<file path="src/rtl/ddc_edid_pkg.sv">
// Shared types and constants for the DDC/EDID read master.
package ddc_edid_pkg;

    typedef enum logic [3:0] {
        ST_IDLE, ST_START, ST_DEV_W, ST_ACK_DW, ST_WADDR, ST_ACK_WA, ST_RSTART,
        ST_DEV_R, ST_ACK_DR, ST_RDATA, ST_MACK, ST_STOP, ST_DONE
    } state_t;

    localparam logic [6:0] DDC_DEV_ADDR   = 7'h50;
    localparam logic [1:0] Q0             = 2'd0;
    localparam logic [1:0] Q1             = 2'd1;
    localparam logic [1:0] Q2             = 2'd2;
    localparam logic [1:0] Q3             = 2'd3;
    localparam int         EDID_BLOCK_LEN = 128;

endpackage

</file>
<file path="src/rtl/i2c_qtr_timer.sv">
// SCL quarter-bit timer: tick on the last cycle of each quarter, frozen while
// the slave stretches SCL.
module i2c_qtr_timer
    import ddc_edid_pkg::*;
#(
    parameter int P_QTR_DIV = 250
) (
    input  logic       i_clk,
    input  logic       i_rst_n,
    input  logic       i_run,
    input  logic       i_hold,
    output logic       o_tick,
    output logic [1:0] o_qtr
);
    localparam int            CW      = $clog2(P_QTR_DIV);
    localparam logic [CW-1:0] LP_LAST = CW'(P_QTR_DIV - 1);

    logic [CW-1:0] r_cnt;
    logic [1:0]    r_qtr;

    always_ff @(posedge i_clk) begin
        if (!i_rst_n || !i_run) begin
            r_cnt <= '0;
            r_qtr <= Q0;
        end else if (!i_hold) begin
            if (r_cnt == LP_LAST) begin
                r_cnt <= '0;
                r_qtr <= r_qtr + 2'd1;
            end else begin
                r_cnt <= r_cnt + CW'(1);
            end
        end
    end

    assign o_tick = i_run & ~i_hold & (r_cnt == LP_LAST);
    assign o_qtr  = r_qtr;

endmodule

</file>
<file path="src/rtl/ddc_edid_master.sv">
// DDC master: random-read of N EDID bytes from a sink, each byte presented
// on a write strobe for a shadow RAM.
module ddc_edid_master
    import ddc_edid_pkg::*;
#(
    parameter int         P_QTR_DIV  = 250,
    parameter logic [6:0] P_DEV_ADDR = DDC_DEV_ADDR,
    parameter string      p_debug_en = "FALSE"
) (
    input  logic       i_local_clk,
    input  logic       i_rst_n,
    input  logic       i_start,
    input  logic [7:0] i_word_addr,
    input  logic [8:0] i_rd_len,
    output logic       o_busy,
    output logic       o_done,
    output logic       o_nack,
    output logic       o_rd_de,
    output logic [7:0] o_rd_addr,
    output logic [7:0] o_rd_data,
    output logic       o_scl,
    input  logic       i_scl,
    output logic       o_sda,
    input  logic       i_sda
);
    localparam bit LP_DBG = (p_debug_en == "TRUE");

    state_t     r_state;
    logic       r_scl, r_sda, r_busy, r_done, r_nack, r_rd_de, r_smp;
    logic [7:0] r_rd_addr, r_rd_data, r_addr, r_shift, r_rx;
    logic [8:0] r_rem;
    logic [2:0] r_bit;
    logic       w_run, w_hold, w_tick;
    logic [1:0] w_qtr;

    assign w_run  = (r_state != ST_IDLE) && (r_state != ST_DONE);
    assign w_hold = r_scl & ~i_scl;

    i2c_qtr_timer #(.P_QTR_DIV(P_QTR_DIV)) u_timer (
        .i_clk   (i_local_clk),
        .i_rst_n (i_rst_n),
        .i_run   (w_run),
        .i_hold  (w_hold),
        .o_tick  (w_tick),
        .o_qtr   (w_qtr)
    );

    // {scl, sda} for quarters q1..q3 of the symbol in progress
    function automatic logic [1:0] mid_lines(input state_t st, input logic [1:0] qn,
                                             input logic sda);
        case (st)
            ST_START, ST_RSTART: return {qn != Q3, qn == Q1};
            ST_STOP:             return {1'b1, qn != Q1};
            default:             return {qn != Q1, sda};
        endcase
    endfunction

    always_ff @(posedge i_local_clk) begin
        if (!i_rst_n) begin
            r_state   <= ST_IDLE;
            r_scl     <= 1'b1;
            r_sda     <= 1'b1;
            r_busy    <= 1'b0;
            r_done    <= 1'b0;
            r_nack    <= 1'b0;
            r_rd_de   <= 1'b0;
            r_rd_addr <= '0;
            r_rd_data <= '0;
            r_addr    <= '0;
            r_shift   <= '0;
            r_rx      <= '0;
            r_rem     <= '0;
            r_bit     <= '0;
            r_smp     <= 1'b0;
        end else begin
            r_done  <= 1'b0;
            r_rd_de <= 1'b0;
            case (r_state)
                ST_IDLE: begin
                    if (!LP_DBG) r_bit <= '0;
                    if (i_start) begin
                        r_addr  <= i_word_addr;
                        r_rem   <= i_rd_len;
                        r_nack  <= 1'b0;
                        r_busy  <= 1'b1;
                        r_state <= (i_rd_len == '0) ? ST_DONE : ST_START;
                    end
                end
                ST_DONE: begin
                    r_done  <= 1'b1;
                    r_busy  <= 1'b0;
                    r_state <= ST_IDLE;
                end
                default: if (w_tick) begin
                    if (w_qtr == Q2) begin
                        r_smp <= i_sda;
                        if (r_state == ST_RDATA) begin
                            r_rx <= {r_rx[6:0], i_sda};
                            if (r_bit == 3'd7) begin
                                r_rd_de   <= 1'b1;
                                r_rd_data <= {r_rx[6:0], i_sda};
                                r_rd_addr <= r_addr;
                                r_addr    <= r_addr + 8'd1;
                                r_rem     <= r_rem - 9'd1;
                            end
                        end
                    end
                    if (w_qtr != Q3) begin
                        {r_scl, r_sda} <= mid_lines(r_state, w_qtr + 2'd1, r_sda);
                    end else begin
                        // symbol boundary: pick next symbol and drive its q0
                        r_scl <= 1'b0;
                        case (r_state)
                            ST_START, ST_RSTART: begin
                                r_state <= (r_state == ST_START) ? ST_DEV_W : ST_DEV_R;
                                r_shift <= {P_DEV_ADDR, r_state == ST_RSTART};
                                r_sda   <= P_DEV_ADDR[6];
                                r_bit   <= '0;
                            end
                            ST_DEV_W, ST_WADDR, ST_DEV_R: begin
                                if (r_bit == 3'd7) begin
                                    r_state <= (r_state == ST_DEV_W) ? ST_ACK_DW :
                                               (r_state == ST_WADDR) ? ST_ACK_WA : ST_ACK_DR;
                                    r_sda   <= 1'b1;
                                end else begin
                                    r_bit   <= r_bit + 3'd1;
                                    r_shift <= {r_shift[6:0], 1'b0};
                                    r_sda   <= r_shift[6];
                                end
                            end
                            ST_ACK_DW, ST_ACK_WA, ST_ACK_DR: begin
                                if (r_smp) begin
                                    r_state <= ST_STOP;
                                    r_nack  <= 1'b1;
                                    r_sda   <= 1'b0;
                                end else if (r_state == ST_ACK_DW) begin
                                    r_state <= ST_WADDR;
                                    r_shift <= r_addr;
                                    r_sda   <= r_addr[7];
                                    r_bit   <= '0;
                                end else if (r_state == ST_ACK_WA) begin
                                    r_state <= ST_RSTART;
                                    r_scl   <= r_scl;
                                    r_sda   <= 1'b1;
                                end else begin
                                    r_state <= ST_RDATA;
                                    r_sda   <= 1'b1;
                                    r_bit   <= '0;
                                end
                            end
                            ST_RDATA: begin
                                if (r_bit == 3'd7) begin
                                    r_state <= ST_MACK;
                                    r_sda   <= (r_rem == '0);
                                end else begin
                                    r_bit <= r_bit + 3'd1;
                                    r_sda <= 1'b1;
                                end
                            end
                            ST_MACK: begin
                                r_state <= (r_rem != '0) ? ST_RDATA : ST_STOP;
                                r_sda   <= (r_rem != '0);
                                r_bit   <= '0;
                            end
                            ST_STOP: begin
                                r_state <= ST_DONE;
                                r_scl   <= 1'b1;
                                r_sda   <= 1'b1;
                            end
                            default: r_state <= ST_IDLE;
                        endcase
                    end
                end
            endcase
        end
    end

    assign o_scl     = r_scl;
    assign o_sda     = r_sda;
    assign o_busy    = r_busy;
    assign o_done    = r_done;
    assign o_nack    = r_nack;
    assign o_rd_de   = r_rd_de;
    assign o_rd_addr = r_rd_addr;
    assign o_rd_data = r_rd_data;

endmodule

</file>
<file path="config.mk">
export PLATFORM = sky130hd
export DESIGN_NAME = ddc_edid_master
export DESIGN_NICKNAME = d
export VERILOG_FILES = /design/src/rtl/ddc_edid_pkg.sv /design/src/rtl/i2c_qtr_timer.sv /design/src/rtl/ddc_edid_master.sv
export SDC_FILE = /design/constraint.sdc
export NUM_CORES = 1
export LEC_CHECK = 0
export ABC_AREA = 0
export CAP_MARGIN = 20
export CORE_MARGIN = 2
export CORE_UTILIZATION = 53
export CTS_BUF_LIST = sky130_fd_sc_hd__clkbuf_8
export CTS_CLUSTER_DIAMETER = 30
export DETAILED_ROUTE_END_ITERATION = 16
export PLACE_DENSITY = 0.74
export SYNTH_ARGS = -nofsm -noshare
export SYNTH_HDL_FRONTEND = slang
export SYNTH_SLANG_ARGS = --single-unit
</file>
<file path="constraint.sdc">
create_clock -name i_local_clk -period 1.85 [get_ports i_local_clk]
set_input_delay 0.37 -clock i_local_clk [delete_from_list [all_inputs] [get_ports i_local_clk]]
set_output_delay 0.37 -clock i_local_clk [all_outputs]
set_load 0.01 [all_outputs]
</file>
==> results of run 1 <==
## state kept, by name, indices dropped and copies added, names as in the netlist, 2 cells and up
signal         flops
o_rd_addr          8
o_rd_data          8
r_addr             8
r_bit              3
r_rem              9
r_rx               7
r_shift            7
r_state            4
u_timer.o_qtr      2
u_timer.r_cnt      8
## report_power, final
part	total, uW	internal (uW)	switching, uW
clock network	1580	914	665
logic	3510	1650	1860
registers	1940	1700	231
total	7020	4260	2760
## logic make-up after synthesis
| kind of cell | after synthesis |
|---|---|
| compound gates | 147 |
| xor+xnor | 10 |
| fa+ha+maj | 12 |
| buf+inv | 49 |
| flops | 71 |
| mux | 18 |
| simple gates | 222 |
## synthesized netlist by cell type, types with 3 or more instances
cell,count
xor2_1,4
buf_6,3
o21ai_0,25
nand3b_1,3
o31ai_1,8
a21oi_1,49
mux2i_1,17
nand2b_1,8
o21ai_1,8
o211ai_1,5
nand3_1,19
a22oi_1,3
nor4_1,14
buf_2,14
nor2_1,31
clkbuf_1,16
o221ai_1,3
nor2b_1,5
and3_1,10
a211oi_1,5
and2_1,5
nand2_1,79
nand4_1,7
o21a_1,5
a31oi_1,9
nor3_1,15
inv_1,11
or3_1,7
dfxtp_1,71
xnor2_1,6
ha_1,10
buf_4,4
## per-layer routing
layer,global-route usage,vias to the layer above,part of all wire
li1,-,2132,-
met1,0.393,2092,0.43
met2,0.490,212,0.48
met3,0.0472,32,0.073
met4,0.102,0,0.022
met5,0,-,0
## stage by stage
stage	setup slack (ns)	setup TNS [ns]
2_1_floorplan	0.0332	0
3_3_place_gp	-0.274	-7.56
3_5_place_dp	-0.357	-11.52
4_1_cts	0.00181	0
5_1_grt	-0.0847	-0.159
6_report	0.0475	0
## what timing repair did
item,CTS,global route
cloned,0,1
setup endpoints to repair,45,27
buffers inserted,1,8
pin swaps,2,9
gates resized for setup,10,35
## layout make-up
| cell class | instances | area (um^2) | share of cell area |
|---|---|---|---|
| timing repair buffer | 122 | 1170 | 0.207 |
| multi-input combinational | 409 | 2660 | 0.467 |
| sequential | 71 | 1430 | 0.251 |
| clock buffer | 9 | 124 | 0.0218 |
| clock inverter | 7 | 128 | 0.0225 |
| inverter | 12 | 45.0 | 0.00793 |
| tap | 102 | 128 | 0.0225 |
## final timing paths
kind / start / end / slack [ns] / cells after the start
setup reg to reg: r_state[1]$_SDFFE_PN0P_ / r_state[2]$_SDFFE_PN0P_ / 0.05 / 7
hold / removal: o_rd_addr[3]$_SDFFE_PN0P_ / o_rd_addr[3]$_SDFFE_PN0P_ / 0.46 / 2
hold reg to reg: o_rd_addr[3]$_SDFFE_PN0P_ / o_rd_addr[3]$_SDFFE_PN0P_ / 0.46 / 2
setup / recovery: r_state[1]$_SDFFE_PN0P_ / r_state[2]$_SDFFE_PN0P_ / 0.05 / 7
## critical path: stages, from the launching register on
cell	delay, ns
dfxtp_2	0.35
buf_12	0.16
nor4_4	0.37
buf_12	0.16
nand4b_1	0.23
o21ai_1	0.19
o21ai_1	0.08
mux2i_1	0.16
==> summary.md, run 1 <==
| Metric | Value |
|---|---|
| Status | completed |
| Fraction of registers with async set/reset | 0 |
| PortBufs | 43 |
| Layout cell share with drive strength beyond 1 | 0.225 |
| Most common cell after layout, fill and taps aside | nand2_1 |
| Crit path DAT | 2.07 ns |
| CTS Buf Count | 9 |
| Worst Skew | around 0.0095 ns |
| Peak supply drop | roughly 0.75 mV |
| Tot Pwr | ~7000 uW |
| Synthesized area | between 4000 and 5000 um^2 |
| RSZ-0062 raised after global routing | yes |
| WL/cell | between 15 and 20 um |
| Router iterations before antenna repair | 6 |
| Pwr dens | ~1200 nW/um^2 |
| Ant diodes | 0 |
| Fin. Hold Viols | 0 |
| Full die area | about 8600 um^2 |
| Final #Nets | 657 |
| Leak pwr | approximately 0.0021 uW |
| Core area | 7690 um^2 |
| DR vias | ~4.5k |
| Maximum clock insertion buffer count | 2 |
| Detailed Route Iter0 Violations | ~350 |
| Yosys warning count | 0 |
| CTS root buf | clkbuf_8 |
| Min-delay worst type | reg -> reg |
| Post-route ant nets | 0 |
| Kind of end point of the critical path | flop |
| Final design utilization | 0.739 |
| Placed instance area | about 5200 um^2 |
| Synth Instances | around 530 |
| Critical path class | reg -> reg |
| GRT overflow | 0 |
| Slew Limit Fails | 0 |
| Least-Margin Pin Slew | between 0.4 and 0.5 ns |
| Io pins | 44 |
| Pin count of the biggest net entering global routing | 34 |
| Number of global-route vias before repair | approximately 4.1k |
| Cell area after layout | about 5700 um^2 |
| Starting Density | 0.542 |
| Synth Register Bits | approximately 70 |
| Period utilization | 0.974 |
| GR Util All Layers | 0.296 |
| Sequential share of the synthesized area | 0.341 |
| Rows | 32 |
| Detailed Place HPWL | ~9000 um |
| Filler cell count | ~580 |
| Adder-Cell Fraction of Synth Area | 0.0349 |
| Fraction of synthesized area in multiplexers | 0.0436 |
| Post-synth EDFFs | 0 |
| Synth Area in Simple Gates | 0.276 |
| WHS | approximately 0.46 ns |
| Clock slew seen by the registers of the worst setup and hold paths | about 0.08 ns |
| Synth area leader | dfxtp_1 |
| DRC | 0 |
| Post-synth top flop | dfxtp_1 |
| First-pass GRT wire length | about 20000 um |
| Max-cap violation count | 0 |
| H-tree Lvls | 3 |
| Crit path max fanout | 26 |
| Syn nets | ~560 |
| Hold_buf cts | 0 |
| XOR/XNOR Fraction of Synth Area | 0.0210 |
| Number of vias per cell | ~6 |
| Worst skew pair latency | between 0.3 and 0.4 ns |
| Non-filler instance count after layout | 732 |
| GP Congestion | approximately 0.89 |
| Largest family of logic cells by synthesized area | simple AND/OR/NAND/NOR gates |
| Commonest non-fill, non-tap cells in the layout | nand2_1 (77), buf_4 (66), dfxtp_1 (65) |
| Cell count after placement | between 700 and 800 |
| # setup viols final | 0 |
| Total clock sinks | 71 |
| CTS tree | done |
| CP Launch Type | flop |
| F_max | ~550 MHz |
| Final WL | around 13000 um |
| Synth top area share | 0.341 |
| Syn_area_per_cell | slightly below 8 um^2 |
| Chip width | 92.6 um |
| Layout area overhead | 36.5% |
| CP required | between 2 and 2.5 ns |
| Slew margin rel. | 0.689 |
| Netlist cell types | 68 |
| Initial antenna violation count | 0 |
| Area contributors post-synth | dfxtp_1 (34%), nand2_1 (7.1%), a21oi_1 (5.9%), mux2i_1 (4.1%), ha_1 (3.0%) |
| Die Span Y | around 93 um |
| Post-synthesis compound-gate area fraction | 0.226 |
| Fin crit period | around 1.8 ns |
No activity file was read; power rests on OpenSTA's default activity.
==> inputs of run 2 (changes only) <==
--- a/config.mk
+++ b/config.mk
@@ -6,7 +6,6 @@
 export NUM_CORES = 1
 export LEC_CHECK = 0
 export ABC_AREA = 0
-export CAP_MARGIN = 20
 export CORE_MARGIN = 2
 export CORE_UTILIZATION = 53
 export CTS_BUF_LIST = sky130_fd_sc_hd__clkbuf_8
==> results of run 2 <==
No change in the layout: final DEF, timing and power equal those of run 1.
==> RTL change 1 (settings of run 1) <==
`P_QTR_DIV` is set to 250 in 2 places; all go to 125.
--- a/src/rtl/i2c_qtr_timer.sv
+++ b/src/rtl/i2c_qtr_timer.sv
@@ -5,3 +5,3 @@
 #(
-    parameter int P_QTR_DIV = 250
+    parameter int P_QTR_DIV = 125
 ) (
--- a/src/rtl/ddc_edid_master.sv
+++ b/src/rtl/ddc_edid_master.sv
@@ -5,3 +5,3 @@
 #(
-    parameter int         P_QTR_DIV  = 250,
+    parameter int         P_QTR_DIV  = 125,
     parameter logic [6:0] P_DEV_ADDR = DDC_DEV_ADDR,
Behaviour: same outputs for any inputs over 10 cycles, from zero or initial values and one cycle with i_rst_n low; that may be too few to reach the edited logic, so the function may still have changed.
==> RTL change 1 against run 1 <==
  * The flow now finishes with violations (setup timing)
  * Via count shrank 5.9%
  * Critical endpoint is now o_rd_addr[0]
  * Design area rose by 0.81%
  * Worst setup slack got worse by 0.18 ns
  * Total power is 5.6% lower
  * Wire length decreased by 7.3%
  * Area after synthesis decreased by 5.2%
  * Sequential cell count fell by 1
  * Global-route usage decreased by 2.8 points
  * Die area is 5.0% lower
==> RTL change 1: results (changes against run 1) <==
The post-cts gate resize count was 30 (+20). The tools report the total negative slack as -3.667 ns (-3.667 ns). The number of iterations in the first detailed-routing pass came out at 5 (-1).

The standby leakage power came out at 0.002220 uW (+5.3%). For the final cell count without fillers, the log shows 729 (-0.41%). The post-synthesis cell type count came out at 58 (-15%). For the arrival time at the worst endpoint, the log shows 2.26 ns (+0.19 ns).

The share of post-route cells with drive strength above 1 works out to 28.73% (+6.2 points). The smallest hold slack came out at 0.4554 ns (-0.0006680 ns). The post-synthesis area per instance was 7.705 sq um (-2.1%). In this run the worst setup path terminates at o_rd_addr[0]. Worst-path maximum fanout: 7 (-73%).

The transition time of the tightest slew-check pin is 0.4358 ns (-0.02827 ns), and the met3 demand-to-capacity share in global routing is 4.424% (-0.30 points). The run finished, with violations left. For the half-perimeter wire length after placement, the log shows 7656 um (-13%). In the post-synthesis netlist, the biggest area contributors are sky130_fd_sc_hd__dfxtp_1 36%, sky130_fd_sc_hd__nand2_1 8.1%, sky130_fd_sc_hd__mux2i_1 5.3%, sky130_fd_sc_hd__o21ai_0 5.3%, sky130_fd_sc_hd__a21boi_1 4.4%.

The logs give -0.4801 ns (-0.1233 ns) for the worst setup timing slack at the placement stage and 544 (-3.0%) for the net count after synthesis. The start point of the critical path was u_timer.r_cnt[0]. The buffer count from post-CTS setup fixing is 7 (+6), and the maximum single-stage delay on the critical path is 0.33 ns (-0.04 ns). Number of filler cells placed in the layout: 492 (-15%). The detail-routed via count per cell is 5.770 (-5.5%), and the number of violations reported at the end of detailed-routing iteration 0 is 497 (+43%). The global-route wire length before repair was 18050 um (-11%); the clock power share was 21.2% (-1.3 points). Clock input transition at the sequential cells of the worst setup and hold paths: 0.08 ns (about the same). The depth of the worst register-to-register path works out to 11 (+4). The final weighted congestion in routability-driven placement was 0.8799 (-1.2%).

The total wire length was 11850 um (-7.3%); the maximum VDD drop was 0.6394 mV (-14%). The worst path setup slack after routing was -0.1370 ns (-0.1845 ns). The run gives 35.52% (+1.4 points) as the post-synthesis sequential area ratio.

The endpoint of the worst hold path is o_rd_data[4]. The final-report setup violation count came out at 51 (+51). The run gives 50.1% (about the same) as the share of total power in combinational logic. In this run the most critical hold path is launched from o_rd_data[4]. The met2 routed wirelength came out at 5838 um (-4.5%). The global-route usage over all layers is 26.78% (-2.8 points). The logs give 724 um (-22%) for the met3 routed wirelength and 695 (-1.7%) for the instance count after placement with tap cells included.

The checks that failed: setup timing. The post-detailed-route count of antenna-violating nets was 0 (unchanged); the maximum number of pins on one net before global-route repair was 36 (+5.9%). The via count of the first global-routing pass was 3870 (-6.4%); the switching power total was 2637 uW (-4.5%). The slowest stage cell on the critical path is sky130_fd_sc_hd__dfxtp_2.
-- RTL change 1: area by class of cell --
| type | count | area [sq um] | share of cell area, % |
|---|---|---|---|
| multi-input cells | 395 | 2683 | 46.82 |
| flip-flops and latches | 70 | 1410 | 24.61 |
| repair buffers | 136 | 1242 | 21.69 |
| clock buffers | 9 | 123.9 | 2.162 |
| well taps | 99 | 123.9 | 2.162 |
| clock inverters | 7 | 97.59 | 1.703 |
| inverters | 13 | 48.80 | 0.8517 |
-- RTL change 1: logic make-up after synthesis --
family | Yosys count | synth area share [%]
AOI/OAI and AO/OA | 139 | 22.26
and+or+nand+nor | 215 | 26.61
muxes | 21 | 5.328
adders and majority gates | 11 | 3.425
DFF | 70 | 35.52
xor gates and xnor gates | 9 | 1.998
buffers and inverters | 47 | 4.852
==> RTL change 2 (config.mk and constraints of run 1) <==
Made on the original files. One comparison of `r_cnt` changes from == to >=.
--- a/src/rtl/i2c_qtr_timer.sv
+++ b/src/rtl/i2c_qtr_timer.sv
@@ -25,3 +25,3 @@
         end else if (!i_hold) begin
-            if (r_cnt == LP_LAST) begin
+            if (r_cnt >= LP_LAST) begin
                 r_cnt <= '0;
Check against the original RTL: same outputs for any inputs over 10 cycles, from zero or initial values and one cycle with i_rst_n low; that may be too few to reach the edited logic, so the function may still have changed.
==> RTL change 2 against run 1 <==
  * Worst setup slack got worse by 0.047 ns
  * Design area decreased by 1.2%
  * Sequential cell count unchanged
  * Global-route usage decreased by 1.1 points
  * Sequential power shrank 5%
  * Critical path depth unchanged
  * Count of clock-buffer cells in the layout increased by 1
  * Maximum frequency is 2.5% lower
  * Area after synthesis down 4.7%
  * Hold slack got worse by 0.0055 ns
  * Wire length down 5.0%
  * Clock power decreased by 20%
  * First-iteration DRC count up 47%
  * Total power shrank 6.3%
==> RTL change 2: results (changes against run 1) <==
Top cell family by delay on the critical path: compound AO/OA/AOI/OAI gates. The transition time of the tightest slew-check pin came out at 0.6122 ns (+0.1481 ns). For the number of violations reported at the end of detailed-routing iteration 0, the log shows 511 (+47%).

The number of filler cells placed in the layout is 512 (-11%). The run gives 0.002236 uW (+6.0%) as the standby leakage power. The worst-path maximum fanout was 6 (-77%); the smallest hold slack was 0.4506 ns (-0.005485 ns). The share of the synthesized area in compound gates (AO/OA/AOI/OAI) was 22.26% (-0.31 points).

The overall via count from detail_route is 4190 (-6.2%), and the maximum single-stage delay on the critical path is 0.38 ns. The share of post-route cells with drive strength above 1 is 27.63% (+5.1 points). Global-route wire length before repair: 19070 um (-5.8%). The post-place instance area came out at 4974 sq um (-3.9%). The number of diodes added for antenna fixing is 0 (unchanged), and the post-synthesis cell type count is 67 (-1.5%).

The maximum number of pins on one net before global-route repair is 45 (+32%), and the met3 demand-to-capacity share in global routing is 5.092% (+0.37 points). For the final net count, the log shows 637 (-3.0%). The slowest stage of the critical path is the sky130_fd_sc_hd__o41ai_4 cell. Internal portion of total power: 3902 uW (-8.5%). After synthesis, the most frequently instantiated cells are 73 x sky130_fd_sc_hd__nand2_1, 71 x sky130_fd_sc_hd__dfxtp_1, 44 x sky130_fd_sc_hd__nor2_1. The per-cell routed wire length is 17.18 um (-1.6%), and the half-perimeter wire length after placement is 8243 um (-6.2%). The share of the core filled with cells in the final layout is 77.44% (+3.5 points), and the share of synthesized area spent on multiplexers is 5.803% (+1.4 points). The run gives 28.46% (-1.1 points) as the global-route usage over all layers. The met2 track demand over resource in global routing was 46.39% (-2.6 points). The logs give 0.0008 ns (-0.05 ns) for the register-to-register setup slack and 0.01179 ns (+0.002263 ns) for the final clock skew.

For the post-synthesis sequential area ratio, the log shows 35.82% (+1.7 points). The xor-xnor portion of the synthesized cell area was 1.987% (-0.12 points). The maximum VDD drop was 0.5725 mV (-23%); the net count after synthesis was 536 (-4.5%).

The number of iterations in the first detailed-routing pass is 5 (-1). In the post-synthesis netlist, the biggest area contributors are sky130_fd_sc_hd__dfxtp_1 36%, sky130_fd_sc_hd__nand2_1 6.9%, sky130_fd_sc_hd__a21oi_1 5.4%, sky130_fd_sc_hd__nor2_1 4.2%, sky130_fd_sc_hd__mux2i_1 3.5%. The final weighted congestion in routability-driven placement is 0.9452 (+6.1%). The run gives 37.31% (-2.0 points) as the met1 track utilization from global routing. The adder-cell area share of the yosys netlist was 3.974% (+0.49 points). The flow ran to the end, and the final reports show no timing, DRC or antenna violations.

The tools report the via count of the first global-routing pass as 3934 (-4.8%).
==> RTL change 2: repair_timing <==
action	4_1_cts	5_1_grt
hold buffers	0	0
setup buffers	6	7
gates resized for setup	20	57
pin swaps	11	20
endpoints found under the setup margin	31	42
==> RTL change 2: area by class of cell <==
type                            instances  share of cell area (%)
Clock inverter                          5                   1.002
Multi-Input combinational cell        377                   47.25
Sequential cell                        71                   25.44
Tap cell                               99                   2.205
Clock buffer                           10                   2.450
Timing Repair Buffer                  128                   20.52
Inverter                               17                   1.136
==> RTL change 2: kinds of logic (layout without fill, tap and decap cells) <==
kind of cell               Yosys count  in the layout
xor gates and xnor gates             9              9
adders and majority gates           13             13
and+or+nand+nor                    200            200
AOI/OAI and AO/OA                  133            133
muxes                               22             22
buffers and inverters               55            160
DFF                                 71             71
==> RTL change 2: path summary, 6_finish.rpt <==
check,from,end,cells after the start
setup / recovery,r_bit[1],o_sda,7
hold / removal,o_rd_addr[3],o_rd_addr[3],2
setup reg to reg,r_bit[1],o_sda,7
hold reg to reg,o_rd_addr[3],o_rd_addr[3],2
==> RTL change 2: metal layers <==
metal | share of wire (%) | wire length (um)
met1 | 44 | 5394
met2 | 48 | 5840
met3 | 5.4 | 651
met4 | 2.1 | 255
met5 | 0 | 0
==> RTL change 2: worst min-delay path, stage by stage (launching register included) <==
cell	delay [ns]
sky130_fd_sc_hd__dfxtp_1	0.31
sky130_fd_sc_hd__nand2_1	0.05
sky130_fd_sc_hd__a21oi_1	0.05
==> RTL change 2: metrics by stage <==
stage	std cells	TNS, ns	power, uW	setup WS (ns)
3_3_place_gp	680	-9.761	4670	-0.2623
6_report	707	0	6582	0.0007856
4_1_cts	701	-0.01558	6081	-0.009305
3_5_place_dp	680	-11.69	4752	-0.3485
5_1_grt	707	-0.3347	6912	-0.08558
2_1_floorplan	503	-0.007732	3563	-0.007732
==> RTL change 2: power groups by stage <==
| stage | sequential, uW | clock [uW] | combinational [uW] |
|---|---|---|---|
| 2_1_floorplan | 1790 | 0 | 1780 |
| 3_3_place_gp | 1820 | 0 | 2850 |
| 3_5_place_dp | 1830 | 0 | 2920 |
| 4_1_cts | 1810 | 1270 | 3010 |
| 5_1_grt | 1850 | 1340 | 3720 |
| 6_report | 1840 | 1270 | 3480 |
